[config.mk]
export PLATFORM = sky130hd
export DESIGN_NAME = max_host_regs
export DESIGN_NICKNAME = d
export VERILOG_FILES = /design/src/rtl/max_host_regs.sv
export SDC_FILE = /design/constraint.sdc
export NUM_CORES = 1
export LEC_CHECK = 0
export BUFFER_PORTS_ARGS = -buffer_cell sky130_fd_sc_hd__buf_2
export CAP_MARGIN = 10
export CORE_ASPECT_RATIO = 1.25
export CORE_UTILIZATION = 35
export CTS_BUF_LIST = sky130_fd_sc_hd__clkbuf_4
export DETAILED_ROUTE_END_ITERATION = 10
export GPL_TIMING_DRIVEN = 0
export PLACE_DENSITY = 0.62
export SLEW_MARGIN = 0
export SYNTH_ARGS = -nofsm -noshare
export SYNTH_HDL_FRONTEND = slang
export SYNTH_SLANG_ARGS = --single-unit
export TNS_END_PERCENT = 10
[constraint.sdc]
create_clock -name clkin_max_100 -period 2.2 [get_ports clkin_max_100]
set_input_delay 0.22 -clock clkin_max_100 [delete_from_list [all_inputs] [get_ports clkin_max_100]]
set_output_delay 0.22 -clock clkin_max_100 [all_outputs]
set_load 0.05 [all_outputs]
[src/rtl/max_host_regs.sv]
// Host strobe-bus register responder: synchronised csn/wen/oen decode into ID/CTRL/STATUS/SCRATCH/OVRCLR and a cfg req/ack handshake.
// Optional watchdog reconfiguration enabled by defining HOST_WDOG_EN.
module max_host_regs #(
    parameter logic [15:0] ID_VALUE    = 16'hC1D0,
    parameter int          SYNC_STAGES = 2,
    parameter int          WDOG_W      = 24
) (
    input  logic        clkin_max_100,
    input  logic        sys_resetn,
    input  logic        max_csn,
    input  logic        max_wen,
    input  logic        max_oen,
    input  logic [3:0]  max_addr,
    input  logic [15:0] max_din,
    output logic [15:0] max_dout,
    output logic        max_dout_oe,
    input  logic        fpga_conf_done,
    input  logic        fpga_statusn,
    input  logic [1:0]  cfg_page_active,
    output logic        cfg_req,
    output logic [1:0]  cfg_page,
    input  logic        cfg_ack
);

    typedef enum logic [1:0] {ST_IDLE, ST_WR, ST_RD, ST_WAIT} state_t;

    state_t state, next_state;

    logic [SYNC_STAGES-1:0] csn_sync, wen_sync, oen_sync;
    logic                   wen_d, oen_d;
    logic [1:0]             done_sync, statn_sync;
    logic                   csn_s, wen_s, oen_s, conf_done_s, statusn_s;
    logic                   wen_fall, oen_fall, wr_live, rd_live;
    logic                   wr_en, rd_en, wr_ctrl, go, ovr_set, ovr_clr;
    logic [1:0]             page_sel;
    logic [15:0]            scratch, rdata;
    logic                   ovr, wdog_flag, wdog_fire;

    always_ff @(posedge clkin_max_100 or negedge sys_resetn) begin
        if (!sys_resetn) begin
            csn_sync   <= '1;
            wen_sync   <= '1;
            oen_sync   <= '1;
            wen_d      <= 1'b1;
            oen_d      <= 1'b1;
            done_sync  <= '1;
            statn_sync <= '1;
        end else begin
            csn_sync   <= {csn_sync[SYNC_STAGES-2:0], max_csn};
            wen_sync   <= {wen_sync[SYNC_STAGES-2:0], max_wen};
            oen_sync   <= {oen_sync[SYNC_STAGES-2:0], max_oen};
            wen_d      <= wen_s;
            oen_d      <= oen_s;
            done_sync  <= {done_sync[0], fpga_conf_done};
            statn_sync <= {statn_sync[0], fpga_statusn};
        end
    end

    assign csn_s       = csn_sync[SYNC_STAGES-1];
    assign wen_s       = wen_sync[SYNC_STAGES-1];
    assign oen_s       = oen_sync[SYNC_STAGES-1];
    assign conf_done_s = done_sync[1];
    assign statusn_s   = statn_sync[1];
    assign wen_fall    = wen_d & ~wen_s;
    assign oen_fall    = oen_d & ~oen_s;
    // A strobe already released at the pin is dropped rather than acted on.
    assign wr_live     = (csn_sync == '0) && (wen_sync == '0);
    assign rd_live     = (csn_sync == '0) && (oen_sync == '0);

    always_ff @(posedge clkin_max_100 or negedge sys_resetn) begin
        if (!sys_resetn) state <= ST_IDLE;
        else             state <= next_state;
    end

    always_comb begin
        next_state = state;
        case (state)
            ST_IDLE: begin
                if (!csn_s && wen_fall)      next_state = ST_WR;
                else if (!csn_s && oen_fall) next_state = ST_RD;
            end
            ST_WR:   next_state = ST_WAIT;
            ST_RD:   next_state = ST_WAIT;
            ST_WAIT: if (csn_s || (wen_s && oen_s)) next_state = ST_IDLE;
            default: next_state = ST_IDLE;
        endcase
    end

    assign wr_en   = (state == ST_WR) && wr_live;
    assign rd_en   = (state == ST_RD) && rd_live;
    assign wr_ctrl = wr_en && (max_addr == 4'h1);
    assign go      = wr_ctrl && max_din[0];
    assign ovr_set = go && cfg_req;
    assign ovr_clr = wr_en && (max_addr == 4'h4) && max_din[0];

    always_comb begin
        rdata = 16'h0000;
        case (max_addr)
            4'h0: rdata = ID_VALUE;
            4'h1: rdata = {13'b0, page_sel, 1'b0};
            4'h2: rdata = {9'b0, wdog_flag, cfg_page_active, ovr, cfg_req, statusn_s, conf_done_s};
            4'h3: rdata = scratch;
            default: rdata = 16'h0000;
        endcase
    end

    always_ff @(posedge clkin_max_100 or negedge sys_resetn) begin
        if (!sys_resetn) begin
            max_dout    <= 16'h0000;
            max_dout_oe <= 1'b0;
        end else if (rd_en) begin
            max_dout    <= rdata;
            max_dout_oe <= 1'b1;
        end else if (state == ST_WAIT && next_state == ST_IDLE) begin
            max_dout_oe <= 1'b0;
        end
    end

    always_ff @(posedge clkin_max_100 or negedge sys_resetn) begin
        if (!sys_resetn) begin
            page_sel <= 2'b00;
            scratch  <= 16'h0000;
            ovr      <= 1'b0;
            cfg_req  <= 1'b0;
            cfg_page <= 2'b00;
        end else begin
            if (wr_ctrl) page_sel <= max_din[2:1];
            if (wr_en && (max_addr == 4'h3)) scratch <= max_din;
            ovr <= (ovr & ~ovr_clr) | ovr_set;
            if (cfg_req && cfg_ack) begin
                cfg_req <= 1'b0;
            end else if (go && !cfg_req) begin
                cfg_req  <= 1'b1;
                cfg_page <= max_din[2:1];
            end
            if (wdog_fire) begin
                cfg_req  <= 1'b1;
                cfg_page <= 2'b00;
            end
        end
    end

`ifdef HOST_WDOG_EN
    logic [WDOG_W-1:0] wdog_cnt;
    logic              wdog_wr;

    assign wdog_wr   = wr_en && (max_addr == 4'h5);
    assign wdog_fire = conf_done_s && !cfg_req && !wdog_wr && (wdog_cnt == WDOG_W'(1));

    always_ff @(posedge clkin_max_100 or negedge sys_resetn) begin
        if (!sys_resetn) begin
            wdog_cnt  <= '0;
            wdog_flag <= 1'b0;
        end else if (wdog_wr) begin
            wdog_cnt  <= WDOG_W'({max_din, 8'h00});
            wdog_flag <= 1'b0;
        end else begin
            if (conf_done_s && !cfg_req && (wdog_cnt != '0)) wdog_cnt <= wdog_cnt - WDOG_W'(1);
            if (wdog_fire) wdog_flag <= 1'b1;
        end
    end
`else
    assign wdog_fire = 1'b0;
    assign wdog_flag = 1'b0;
`endif

endmodule

Word-level counts from Yosys, hierarchy flattened
Cells that the tools add are included.
Widths: inputs -> output; s select.
{ "totals": {"memories": 0, "out_inout_bits": 20, "latch_bits": 0, "regBits": 53, "inputBits": 30, "wordCells": 68, "romBits": 0, "ramBits": 0} }
{ "classes": {"magnitude_cmp": 0, "n_mux": 9, "n_eq_ne": 7, "shift": 0, "n_div": 0, "n_reduce_logical": 29, "bitwise_logic": 8, "add_sub_neg": 0, "multipliers": 0} }
{ "op_table": {"columns": ["op", "n"], "rows": [
  ["$pmux 16 s4", 1],
  ["$logic_and 1x1->1", 16],
  ["$logic_not 2->1", 5],
  ["$eq 4x2->1 const B", 2],
  ["$mux 2", 3],
  ["$pmux 2 s3", 1],
  ["$eq 2x2->1 const B", 2],
  ["$eq 4x1->1 const B", 1],
  ["$eq 4x3->1 const B", 1],
  ["$logic_not 4->1", 1],
  ["$mux 1", 4],
  ["$not 1->1", 4],
  ["$reduce_bool 2->1", 2],
  ["$and 1x1->1", 3],
  ["$eq 2x1->1 const B", 1],
  ["$logic_not 1->1", 2],
  ["$reduce_and 2->1", 1],
  ["$reduce_or 2->1", 1],
  ["$logic_or 1x1->1", 1],
  ["$or 1x1->1", 1]
]} }

Logic depth before layout (Yosys ltp)
Gate-level depths: netlist of the first run.
{ "logic_depth": {"depth_word": 10, "depth_mapped": 8, "ltp_nobuf": 7} }

Worst setup path before layout of the first run
OpenSTA, ideal clock, no wires.
{ "synth_timing": {"path_type": "register -> register", "startpoint": "reg oen_d", "endpoint": "reg max_dout_oe", "period_less_slack_ns": 1.650, "setup_time_ns": 0.134, "t_arrival_ns": 1.516, "stages_incl_launch_ff": 6, "required_time_ns": 2.066, "n_path_buf": 0, "path_slack_ns": 0.550, "path_cell_list": "dfstp_2 -> or3b_2 -> a211oi_1 -> nor2_1 -> o31ai_1 -> nand2_1"} }
{ "synth_via": {"elab_chain_len": 8} }
{ "synth_rtl": {"columns": ["item", "line_no", "source"], "rows": [
  ["start, declared", "30", "logic wen_d, oen_d;"],
  ["start signal, assigned", "53", "oen_d <= oen_s;"],
  ["$and 1x1->1", "65", "assign oen_fall = oen_d & ~oen_s;"],
  ["$logic_and 1x1->1", "80", "else if (!csn_s && oen_fall) next_state = ST_RD;"],
  ["$mux 2", "80", null],
  ["$mux 2", "79", "if (!csn_s && wen_fall) next_state = ST_WR;"],
  ["$pmux 2 s3", "77", "case (state)"],
  ["net next_state[0]", "27", "state_t state, next_state;"],
  ["$logic_not 2->1", "114", "end else if (state == ST_WAIT && next_state == ST_IDLE) begin"],
  ["$logic_and 1x1->1", "114", null],
  ["$reduce_bool 2->1 (no source line)", null, null],
  ["end signal, assigned", "110", "max_dout_oe <= 1'b0;"],
  ["end signal, assigned", "113", "max_dout_oe <= 1'b1;"],
  ["end signal, assigned", "115", "max_dout_oe <= 1'b0;"],
  ["end, declared", "16", "output logic max_dout_oe,"]
]} }
The timed path passes the listed nets, and every way through them passes these cells.
A chain may end at the register's enable or synchronous reset.

Final worst setup path of the first run
{ "layout_timing": {"startpoint": "reg state[1]", "endpoint": "reg scratch[14]"} }
{ "layout_via": {"elab_chain_len": 3} }
{ "layout_rtl": {"columns": ["item", "line_no", "source"], "rows": [
  ["start, declared", "27", null],
  ["start signal, assigned", "72", "else state <= next_state;"],
  ["$eq 2x1->1", "89", "assign wr_en = (state == ST_WR) && wr_live;"],
  ["$logic_and 1x1->1", "89", null],
  ["$logic_and 1x1->1", "128", "if (wr_en && (max_addr == 4'h3)) scratch <= max_din;"],
  ["end signal, assigned", "128", null],
  ["end, declared", "36", "logic [15:0] scratch, rdata;"]
]} }
No other way between the ends.

==> results of run 1 <==
[layer usage]
layer | wire length [um] | track usage (%) | vias up
li1 | - | - | 730
met1 | 1895 | 18.81 | 708
met2 | 2050 | 22.99 | 33
met3 | 186 | 3.996 | 5
met4 | 68 | 5.449 | 0
met5 | 0 | 0 | -
[cell usage after synthesis]
| library cell | count |
|---|---|
| sky130_fd_sc_hd__nor2b_4 | 1 |
| sky130_fd_sc_hd__inv_1 | 6 |
| sky130_fd_sc_hd__buf_6 | 4 |
| sky130_fd_sc_hd__nor4_1 | 1 |
| sky130_fd_sc_hd__mux2i_1 | 3 |
| sky130_fd_sc_hd__o21ai_0 | 13 |
| sky130_fd_sc_hd__a22oi_1 | 2 |
| sky130_fd_sc_hd__o31ai_1 | 5 |
| sky130_fd_sc_hd__and2_4 | 2 |
| sky130_fd_sc_hd__buf_12 | 1 |
| sky130_fd_sc_hd__o21bai_1 | 1 |
| sky130_fd_sc_hd__clkbuf_1 | 2 |
| sky130_fd_sc_hd__nand3_1 | 4 |
| sky130_fd_sc_hd__a21oi_1 | 7 |
| sky130_fd_sc_hd__mux2_4 | 10 |
| sky130_fd_sc_hd__or3b_2 | 1 |
| sky130_fd_sc_hd__a211oi_1 | 2 |
| sky130_fd_sc_hd__mux2_2 | 12 |
| sky130_fd_sc_hd__a31oi_1 | 1 |
| sky130_fd_sc_hd__nor4b_1 | 1 |
| sky130_fd_sc_hd__nor3b_1 | 1 |
| sky130_fd_sc_hd__nand4b_1 | 1 |
| sky130_fd_sc_hd__nor2b_1 | 3 |
| sky130_fd_sc_hd__nand2_1 | 26 |
| sky130_fd_sc_hd__dfstp_2 | 12 |
| sky130_fd_sc_hd__a311oi_1 | 1 |
| sky130_fd_sc_hd__ha_1 | 4 |
| sky130_fd_sc_hd__nor2_1 | 5 |
| sky130_fd_sc_hd__o41ai_1 | 1 |
| sky130_fd_sc_hd__dfrtp_1 | 41 |
[worst max path at each step]
stage	to	start	slack (ps)	cells past startpoint
final	scratch[14]	state[1]	370	7
after global routing	max_dout[10]	csn_sync[1]	120	5
after CTS	max_dout[4]	csn_sync[1]	320	5
after detailed placement	max_dout[4]	csn_sync[1]	360	5
after global placement	max_dout[4]	csn_sync[1]	400	5
after floorplan	max_dout_oe	oen_d	550	5
[metrics by stage]
step | cell area (sq um) | hold slack (ps) | cells
after floorplan | 2227 | -75.59 | 174
after global placement | 2569 | 325.0 | 306
after detailed placement | 2569 | 326.2 | 306
after CTS | 2703 | 3.645 | 319
after global routing | 2733 | 10.32 | 321
final | 2733 | 20.84 | 321
[registers in the layout, indices dropped and copies added (netlist names)]
| name | cells |
|---|---|
| cfg_req | 1 |
| oen_sync | 2 |
| cfg_page | 2 |
| ovr | 1 |
| max_dout_oe | 1 |
| max_dout | 16 |
| wen_d | 1 |
| oen_d | 1 |
| done_sync | 2 |
| statn_sync | 2 |
| state | 2 |
| page_sel | 2 |
| csn_sync | 2 |
| wen_sync | 2 |
| scratch | 16 |
[cell usage in the layout, fill, tap and decap left out, types with 2 or more instances in the layout]
cell type and instances:
sky130_fd_sc_hd__dfrtp_1 41, sky130_fd_sc_hd__nand3_1 4, sky130_fd_sc_hd__buf_12 2, sky130_fd_sc_hd__o31ai_1 5
sky130_fd_sc_hd__nor2b_1 3, sky130_fd_sc_hd__mux2_2 12, sky130_fd_sc_hd__dfstp_2 12, sky130_fd_sc_hd__buf_6 4
sky130_fd_sc_hd__clkbuf_1 2, sky130_fd_sc_hd__o21ai_0 13, sky130_fd_sc_hd__clkbuf_4 6, sky130_fd_sc_hd__ha_1 4
sky130_fd_sc_hd__a211oi_1 2, sky130_fd_sc_hd__a22oi_1 2, sky130_fd_sc_hd__mux2i_1 3, sky130_fd_sc_hd__nor2_1 5
sky130_fd_sc_hd__mux2_4 10, sky130_fd_sc_hd__dlygate4sd3_1 6, sky130_fd_sc_hd__and2_4 2, sky130_fd_sc_hd__buf_2 47
sky130_fd_sc_hd__inv_1 6, sky130_fd_sc_hd__nand2_1 26, sky130_fd_sc_hd__a21oi_1 7
[worst register-to-register path, stage by stage (launching register included)]
cell and delay, ps:
sky130_fd_sc_hd__dfrtp_1 450, sky130_fd_sc_hd__inv_1 130, sky130_fd_sc_hd__ha_1 160, sky130_fd_sc_hd__nand3_1 210, sky130_fd_sc_hd__nor2b_4 180, sky130_fd_sc_hd__buf_6 150
sky130_fd_sc_hd__buf_12 150, sky130_fd_sc_hd__mux2_4 300
[power by group]
| part | internal (mW) | total, mW | switching (mW) |
|---|---|---|---|
| sequential | 1.20 | 1.32 | 0.124 |
| combinational | 0.310 | 1.16 | 0.855 |
| clock | 0.255 | 0.557 | 0.302 |
[cells by family after synthesis]
group / after synthesis
buffers and inverters: 13
muxes: 25
AOI/OAI and AO/OA: 33
DFF: 53
and+or+nand+nor: 46
adders and majority gates: 4
[cell type report]
| type | instances | area [sq um] | share of cell area [%] |
|---|---|---|---|
| clock buffers | 6 | 45.04 | 1.648 |
| plain buffers | 7 | 72.57 | 2.656 |
| repair buffers | 54 | 315.3 | 11.54 |
| flip-flops and latches | 53 | 1341 | 49.08 |
| multi-input cells | 108 | 790.8 | 28.94 |
| clock inverters | 2 | 38.79 | 1.419 |
| inverters | 6 | 22.52 | 0.8242 |
| well taps | 85 | 106.4 | 3.892 |
[what timing repair did]
action                     4_1_cts  5_1_grt
hold buffers                     5        1
hold endpoints to repair         5       11
setup endpoints to repair        0        0
==> impl_metrics.xml, run 1 <==
<?xml version="1.0" encoding="UTF-8"?>
<metrics>
  <group name="pwr">
    <metric name="vdd.ir_drop.worst" unit="mV">0.5764</metric>
    <metric name="total_power" unit="mW">3.044</metric>
    <metric name="pwr_density_cell" unit="nW/um^2">1114</metric>
    <metric name="p_leak" unit="nW">1.306</metric>
  </group>
  <group name="synthesis">
    <metric name="synth_top_family_by_area" unit="">multiplexers</metric>
    <metric name="post_synth_xor_area_fraction" unit="%">0</metric>
    <metric name="syn-cell-area" unit="sq um">2227</metric>
    <metric name="synthMuxAreaShare" unit="%">14.16</metric>
    <metric name="simple_gate_fraction_of_synth_area" unit="%">10.17</metric>
    <metric name="synth_cells" unit="">174</metric>
    <metric name="synth_largest_area_cell" unit="">sky130_fd_sc_hd__dfrtp_1</metric>
    <metric name="syn_avg_cell_area" unit="sq um">12.80</metric>
    <metric name="synth_sequential_area_ratio" unit="%">60.22</metric>
    <metric name="ys.warnings.count" unit="">0</metric>
    <metric name="synth-adder-area-share" unit="%">2.247</metric>
    <metric name="synth_cell_type_count" unit="">30</metric>
    <metric name="synth_compound_gate_area_share" unit="%">8.933</metric>
    <metric name="netlist.area_leader.share" unit="%">46.07</metric>
    <metric name="postSynthNetCount" unit="">208</metric>
    <metric name="ys_top_cells_by_area" unit="">sky130_fd_sc_hd__dfrtp_1, sky130_fd_sc_hd__dfstp_2, sky130_fd_sc_hd__mux2_4, sky130_fd_sc_hd__mux2_2, sky130_fd_sc_hd__nand2_1</metric>
    <metric name="yosys_register_bits" unit="">53</metric>
  </group>
  <group name="hold_path">
    <metric name="worstHoldPathCells" unit="">2</metric>
    <metric name="hold_path_startpoint" unit="">cfg_ack</metric>
    <metric name="worst_hold_path_type" unit="">in2reg</metric>
    <metric name="worst_hold_path.endpoint" unit="">cfg_req</metric>
  </group>
  <group name="sta">
    <metric name="finalClockSkew" unit="ps">18.56</metric>
    <metric name="final.setup.worst_slack" unit="ps">369.7</metric>
    <metric name="unrepaired_setup_endpoints_after_global_routing" unit="">false</metric>
    <metric name="totalNegativeSetupSlack" unit="ps">0</metric>
    <metric name="final_hold_viol_count" unit="">0</metric>
    <metric name="timing.fmax" unit="MHz">546.4</metric>
    <metric name="tightestPinTransition" unit="ps">496.2</metric>
    <metric name="timing.slew.headroom" unit="%">66.92</metric>
    <metric name="final-max-slew-violation-count" unit="">0</metric>
    <metric name="final.period_utilization" unit="%">83.20</metric>
    <metric name="report.final.setup_viol" unit="">0</metric>
    <metric name="period_minus_slack" unit="ps">1830</metric>
  </group>
  <group name="clock_tree">
    <metric name="postCtsSetupBuffers" unit="">0</metric>
    <metric name="clk_pin_slew" unit="ps">160</metric>
    <metric name="tritoncts" unit="">yes</metric>
    <metric name="clk_path_buf_depth" unit="">2</metric>
    <metric name="postCtsResizedCells" unit="">0</metric>
    <metric name="clock-root-buffer" unit="">sky130_fd_sc_hd__clkbuf_4</metric>
    <metric name="clk_latency" unit="ps">370</metric>
    <metric name="numClockSinks" unit="">53</metric>
    <metric name="cts-htree-levels" unit="">2</metric>
    <metric name="tritoncts.num_buffers" unit="">5</metric>
  </group>
  <group name="floorplanning">
    <metric name="row_count" unit="">32</metric>
    <metric name="horizontal_die_dimension" unit="um">73.35</metric>
    <metric name="die-area" unit="sq um">6688</metric>
    <metric name="design.portCount" unit="">50</metric>
    <metric name="initial_core_util" unit="%">36.12</metric>
    <metric name="dieHeight" unit="um">91.19</metric>
    <metric name="core_region_area" unit="sq um">6166</metric>
  </group>
  <group name="final_layout">
    <metric name="layout.core_utilization" unit="%">44.32</metric>
    <metric name="filler_cell_count" unit="">609</metric>
    <metric name="flow.area_growth_from_synthesis" unit="%">22.70</metric>
    <metric name="layout.nets" unit="">269</metric>
    <metric name="drive_above_1_share" unit="%">41.95</metric>
    <metric name="antenna-diode-count" unit="">0</metric>
  </group>
  <group name="worst_setup_path">
    <metric name="cp_cell_sequence" unit="">inv_1, ha_1, nand3_1, nor2b_4, buf_6, buf_12, mux2_4</metric>
    <metric name="endpoint_kind" unit="">flip-flop</metric>
    <metric name="regToRegSetupSlack" unit="ps">370</metric>
    <metric name="path_class" unit="">reg2reg</metric>
    <metric name="critical_path.top_delay_family" unit="">flip-flops</metric>
    <metric name="timing.critical_path.slowest_stage_cell" unit="">sky130_fd_sc_hd__dfrtp_1</metric>
    <metric name="critical_path_arrival" unit="ps">2090</metric>
    <metric name="crit-reg2reg-launch" unit="">state[1]</metric>
    <metric name="peak_fanout_along_the_critical_path" unit="">10</metric>
    <metric name="crit-reg2reg-capture" unit="">scratch[14]</metric>
    <metric name="critical_path.startpoint_type" unit="">flip-flop</metric>
    <metric name="required" unit="ps">2460</metric>
    <metric name="timing.critical_path.slowest_cell_delay" unit="ps">450</metric>
    <metric name="number_of_cells_on_the_worst_reg_to_reg_path" unit="">7</metric>
    <metric name="cp.buffers_inverters" unit="">3</metric>
  </group>
  <group name="global_route">
    <metric name="largest_net_degree_at_the_start_of_global_routing" unit="">54</metric>
    <metric name="grt_usage" unit="%">14.53</metric>
    <metric name="vias_in_the_first_global_route" unit="">1518</metric>
    <metric name="grt_remaining_overflow" unit="">0</metric>
    <metric name="grt_antenna_before_repair" unit="">0</metric>
    <metric name="grt_first_pass_wirelength" unit="um">7348</metric>
  </group>
  <group name="run">
    <metric name="max-cap-violations" unit="">0</metric>
  </group>
  <group name="placement">
    <metric name="dp_worst_setup_slack" unit="ps">361.1</metric>
    <metric name="io_buffer_count" unit="">47</metric>
    <metric name="gp_congestion" unit="">0.7684</metric>
    <metric name="hpwl" unit="um">3019</metric>
  </group>
  <group name="detailed_routing">
    <metric name="via_per_inst" unit="">4.598</metric>
    <metric name="ant_nets" unit="">0</metric>
    <metric name="dr_vias" unit="">1476</metric>
    <metric name="dr.pass1.iters" unit="">4</metric>
    <metric name="drc_marker_count_from_the_first_detailed_route_iteration" unit="">52</metric>
    <metric name="detail_route.drc_violations" unit="">0</metric>
    <metric name="totalWireLength" unit="um">4200</metric>
    <metric name="avgRoutedWirePerCell" unit="um">13.08</metric>
  </group>
  <group name="outcome">
    <metric name="status" unit="">completed</metric>
  </group>
</metrics>
(Power assumes the default switching activity.)
==> run 2: changes to the inputs <==
- ABC_AREA: unset -> 1
- PLACE_DENSITY: 0.62 -> 0.64
- clock period: 2.2 -> 1.6 ns (I/O delays scaled with it)
==> impl_metrics.xml, run 2 <==
<?xml version="1.0" encoding="UTF-8"?>
<metrics>
  <group name="worst_setup_path">
    <metric name="timing.critical_path.slowest_stage_cell" unit="">sky130_fd_sc_hd__dfrtp_1</metric>
    <metric name="critical_path.startpoint_type" unit="">flip-flop</metric>
    <metric name="crit-reg2reg-capture" unit="">scratch[9]</metric>
    <metric name="timing.critical_path.slowest_cell_delay" unit="ps">430</metric>
    <metric name="crit-reg2reg-launch" unit="">state[1]</metric>
    <metric name="regToRegSetupSlack" unit="ps">40</metric>
    <metric name="peak_fanout_along_the_critical_path" unit="">10</metric>
    <metric name="crit_top_cell" unit="">sky130_fd_sc_hd__buf_6</metric>
    <metric name="endpoint_kind" unit="">flip-flop</metric>
    <metric name="path_class" unit="">reg2reg</metric>
    <metric name="cp_cell_sequence" unit="">inv_2, ha_1, nand3_2, or2_1, buf_6, buf_6, nand2_1, o21ai_2</metric>
    <metric name="number_of_cells_on_the_worst_reg_to_reg_path" unit="">8</metric>
    <metric name="critical_path_arrival" unit="ps">1840</metric>
    <metric name="required" unit="ps">1880</metric>
  </group>
  <group name="final_layout">
    <metric name="layout.cells.most_common" unit="">sky130_fd_sc_hd__nand2_1</metric>
    <metric name="filler_cell_count" unit="">651</metric>
    <metric name="layout.nets" unit="">343</metric>
    <metric name="antenna-diode-count" unit="">0</metric>
    <metric name="fin_area" unit="sq um">2894</metric>
    <metric name="biggestRegsByFlops" unit="">max_dout (16), scratch (16)</metric>
    <metric name="non_filler_instance_count_after_layout" unit="">395</metric>
    <metric name="final_cell_mix" unit="">sky130_fd_sc_hd__nand2_1, sky130_fd_sc_hd__buf_2, sky130_fd_sc_hd__dfrtp_1, sky130_fd_sc_hd__inv_1, sky130_fd_sc_hd__o21ai_0</metric>
    <metric name="flow.area_growth_from_synthesis" unit="%">25.84</metric>
    <metric name="drive_above_1_share" unit="%">32.58</metric>
  </group>
  <group name="pwr">
    <metric name="vdd.ir_drop.worst" unit="mV">0.5770</metric>
    <metric name="p_leak" unit="nW">1.527</metric>
    <metric name="total_power" unit="mW">4.174</metric>
    <metric name="pwr_density_cell" unit="nW/um^2">1442</metric>
  </group>
  <group name="detailed_routing">
    <metric name="detail_route.drc_violations" unit="">0</metric>
    <metric name="drc_marker_count_from_the_first_detailed_route_iteration" unit="">61</metric>
    <metric name="dr_vias" unit="">1769</metric>
    <metric name="dr.pass1.iters" unit="">4</metric>
    <metric name="via_per_inst" unit="">4.478</metric>
    <metric name="ant_nets" unit="">0</metric>
    <metric name="avgRoutedWirePerCell" unit="um">11.89</metric>
    <metric name="totalWireLength" unit="um">4698</metric>
  </group>
  <group name="hold_path">
    <metric name="worst_hold_path_type" unit="">in2reg</metric>
    <metric name="worst_hold_path.endpoint" unit="">scratch[9]</metric>
    <metric name="hold_path_startpoint" unit="">max_din[9]</metric>
    <metric name="worstHoldPathCells" unit="">3</metric>
  </group>
  <group name="floorplanning">
    <metric name="initial_core_util" unit="%">36.82</metric>
    <metric name="design.portCount" unit="">50</metric>
    <metric name="dieHeight" unit="um">92.63</metric>
    <metric name="row_count" unit="">32</metric>
    <metric name="horizontal_die_dimension" unit="um">74.50</metric>
    <metric name="core_region_area" unit="sq um">6246</metric>
    <metric name="die-area" unit="sq um">6901</metric>
  </group>
  <group name="global_route">
    <metric name="global_route.usage.met2" unit="%">27.10</metric>
    <metric name="grt_first_pass_wirelength" unit="um">7969</metric>
    <metric name="grt_remaining_overflow" unit="">0</metric>
    <metric name="top_usage_layer" unit="">met2</metric>
    <metric name="grt_antenna_before_repair" unit="">0</metric>
    <metric name="vias_in_the_first_global_route" unit="">1822</metric>
    <metric name="global_route.usage.met1" unit="%">17.02</metric>
    <metric name="grt_use_met3" unit="%">2.938</metric>
    <metric name="largest_net_degree_at_the_start_of_global_routing" unit="">54</metric>
    <metric name="grt_usage" unit="%">15.27</metric>
  </group>
  <group name="synthesis">
    <metric name="simple_gate_fraction_of_synth_area" unit="%">18.17</metric>
    <metric name="synth-async-reset-ratio" unit="%">100.0</metric>
    <metric name="synth_cell_type_count" unit="">25</metric>
    <metric name="synth_cell_count_leaders" unit="">sky130_fd_sc_hd__nand2_1, sky130_fd_sc_hd__dfrtp_1, sky130_fd_sc_hd__inv_1</metric>
    <metric name="yosysMostFrequentCell" unit="">sky130_fd_sc_hd__nand2_1</metric>
    <metric name="synth_top_family_by_area" unit="">simple AND/OR/NAND/NOR gates</metric>
    <metric name="postSynthNetCount" unit="">275</metric>
    <metric name="ys_top_cells_by_area" unit="">sky130_fd_sc_hd__dfrtp_1, sky130_fd_sc_hd__dfstp_2, sky130_fd_sc_hd__nand2_1, sky130_fd_sc_hd__inv_1, sky130_fd_sc_hd__o21ai_2</metric>
    <metric name="synth_cells" unit="">241</metric>
    <metric name="syn_avg_cell_area" unit="sq um">9.542</metric>
    <metric name="synth_compound_gate_area_share" unit="%">12.68</metric>
    <metric name="synthMuxAreaShare" unit="%">0</metric>
    <metric name="dominantRegCellSynth" unit="">sky130_fd_sc_hd__dfrtp_1</metric>
    <metric name="synth_largest_area_cell" unit="">sky130_fd_sc_hd__dfrtp_1</metric>
    <metric name="synth-adder-area-share" unit="%">2.176</metric>
    <metric name="synth_sequential_area_ratio" unit="%">58.32</metric>
    <metric name="synth_edf_count" unit="">0</metric>
    <metric name="yosys_register_bits" unit="">53</metric>
    <metric name="syn-cell-area" unit="sq um">2300</metric>
    <metric name="post_synth_xor_area_fraction" unit="%">0</metric>
    <metric name="netlist.area_leader.share" unit="%">44.61</metric>
    <metric name="ys.warnings.count" unit="">0</metric>
  </group>
  <group name="placement">
    <metric name="dpl-instance-area" unit="sq um">2651</metric>
    <metric name="gp_congestion" unit="">0.7909</metric>
    <metric name="numPlacedInstances" unit="">375</metric>
    <metric name="hpwl" unit="um">3509</metric>
    <metric name="io_buffer_count" unit="">49</metric>
    <metric name="dp_worst_setup_slack" unit="ps">-86.88</metric>
  </group>
  <group name="sta">
    <metric name="unrepaired_setup_endpoints_after_global_routing" unit="">true</metric>
    <metric name="final.period_utilization" unit="%">97.47</metric>
    <metric name="finalClockSkew" unit="ps">16.43</metric>
    <metric name="final-max-slew-violation-count" unit="">0</metric>
    <metric name="report.final.setup_viol" unit="">0</metric>
    <metric name="timing.fmax" unit="MHz">641.2</metric>
    <metric name="final_hold_viol_count" unit="">0</metric>
    <metric name="timing.slew.headroom" unit="%">70.89</metric>
    <metric name="period_minus_slack" unit="ps">1560</metric>
    <metric name="tightestPinTransition" unit="ps">436.7</metric>
    <metric name="final.setup.worst_slack" unit="ps">40.45</metric>
  </group>
  <group name="clock_tree">
    <metric name="numClockSinks" unit="">53</metric>
    <metric name="clock-root-buffer" unit="">sky130_fd_sc_hd__clkbuf_4</metric>
    <metric name="tritoncts.num_buffers" unit="">5</metric>
    <metric name="tritoncts" unit="">yes</metric>
    <metric name="clk_latency" unit="ps">370</metric>
    <metric name="clk_path_buf_depth" unit="">2</metric>
    <metric name="clk_pin_slew" unit="ps">150</metric>
    <metric name="cts-htree-levels" unit="">2</metric>
  </group>
  <group name="run">
    <metric name="max-cap-violations" unit="">0</metric>
  </group>
  <group name="outcome">
    <metric name="status" unit="">completed</metric>
  </group>
</metrics>
-- run 2: report_power, final --
part	switching, mW	internal (mW)
Clock	0.419	0.484
Combinational	1.09	0.410
Sequential	0.157	1.62
Total	1.66	2.51
-- run 2: repair_timing --
action / CTS / global route
buffers inserted: 1 / 0
resized for setup: 3 / 6
setup endpoints to repair: 29 / 29
hold endpoints to repair: 9 / 13
hold buffers: 9 / 1
-- run 2: kinds of logic (layout without fill, tap and decap cells) --
group,count (synthesis),after routing
flip-flops,53,53
AO/OA/AOI/OAI,42,42
AND/OR/NAND/NOR,100,100
buffers and inverters,42,111
adder cells (fa/ha/maj),4,4
-- run 2: layout make-up --
type	instances	area, sq um	area share (%)
Clock inverter	3	65.06	2.248
Multi-Input combinational cell	146	767.0	26.50
Sequential cell	53	1341	46.35
Clock buffer	5	37.54	1.297
Timing Repair Buffer	61	372.9	12.88
Inverter	34	127.6	4.410
Buffer	8	76.32	2.637
Tap cell	85	106.4	3.675
-- run 2: worst max-delay path by stage --
stage,startpoint,endpoint,slack (ps),depth (start not counted)
global placement,state[1],scratch[9],-20,8
detailed placement,state[0],max_dout[12],-90,6
CTS,state[1],scratch[9],5,8
floorplan,state[1],scratch[15],190,8
global route,state[1],scratch[10],-40,8
finish,state[1],scratch[9],40,8
-- run 2: layer usage --
layer	vias up	wire length [um]	part of all wire (%)
met5	-	0	0
met4	0	134	2.9
met3	10	149	3.2
met2	32	2494	53
met1	840	1921	41
li1	887	-	-
-- run 2: metrics by stage --
step	hold slack (ps)	utilization, %	TNS, ps
6_report	5.579	46.33	0
5_1_grt	3.233	46.33	-336.5
4_1_cts	0.9331	45.77	0
3_5_place_dp	266.9	42.45	-653.4
3_3_place_gp	266.0	42.45	-138.2
2_1_floorplan	-135.6	-	0
-- run 2: critical path, delay by kind of cell (launching register included) --
kind	cells	cell delay, ps
flops	1	430
fa+ha+maj	1	160
buf+inv	3	360
compound gates	1	50
simple gates	3	470
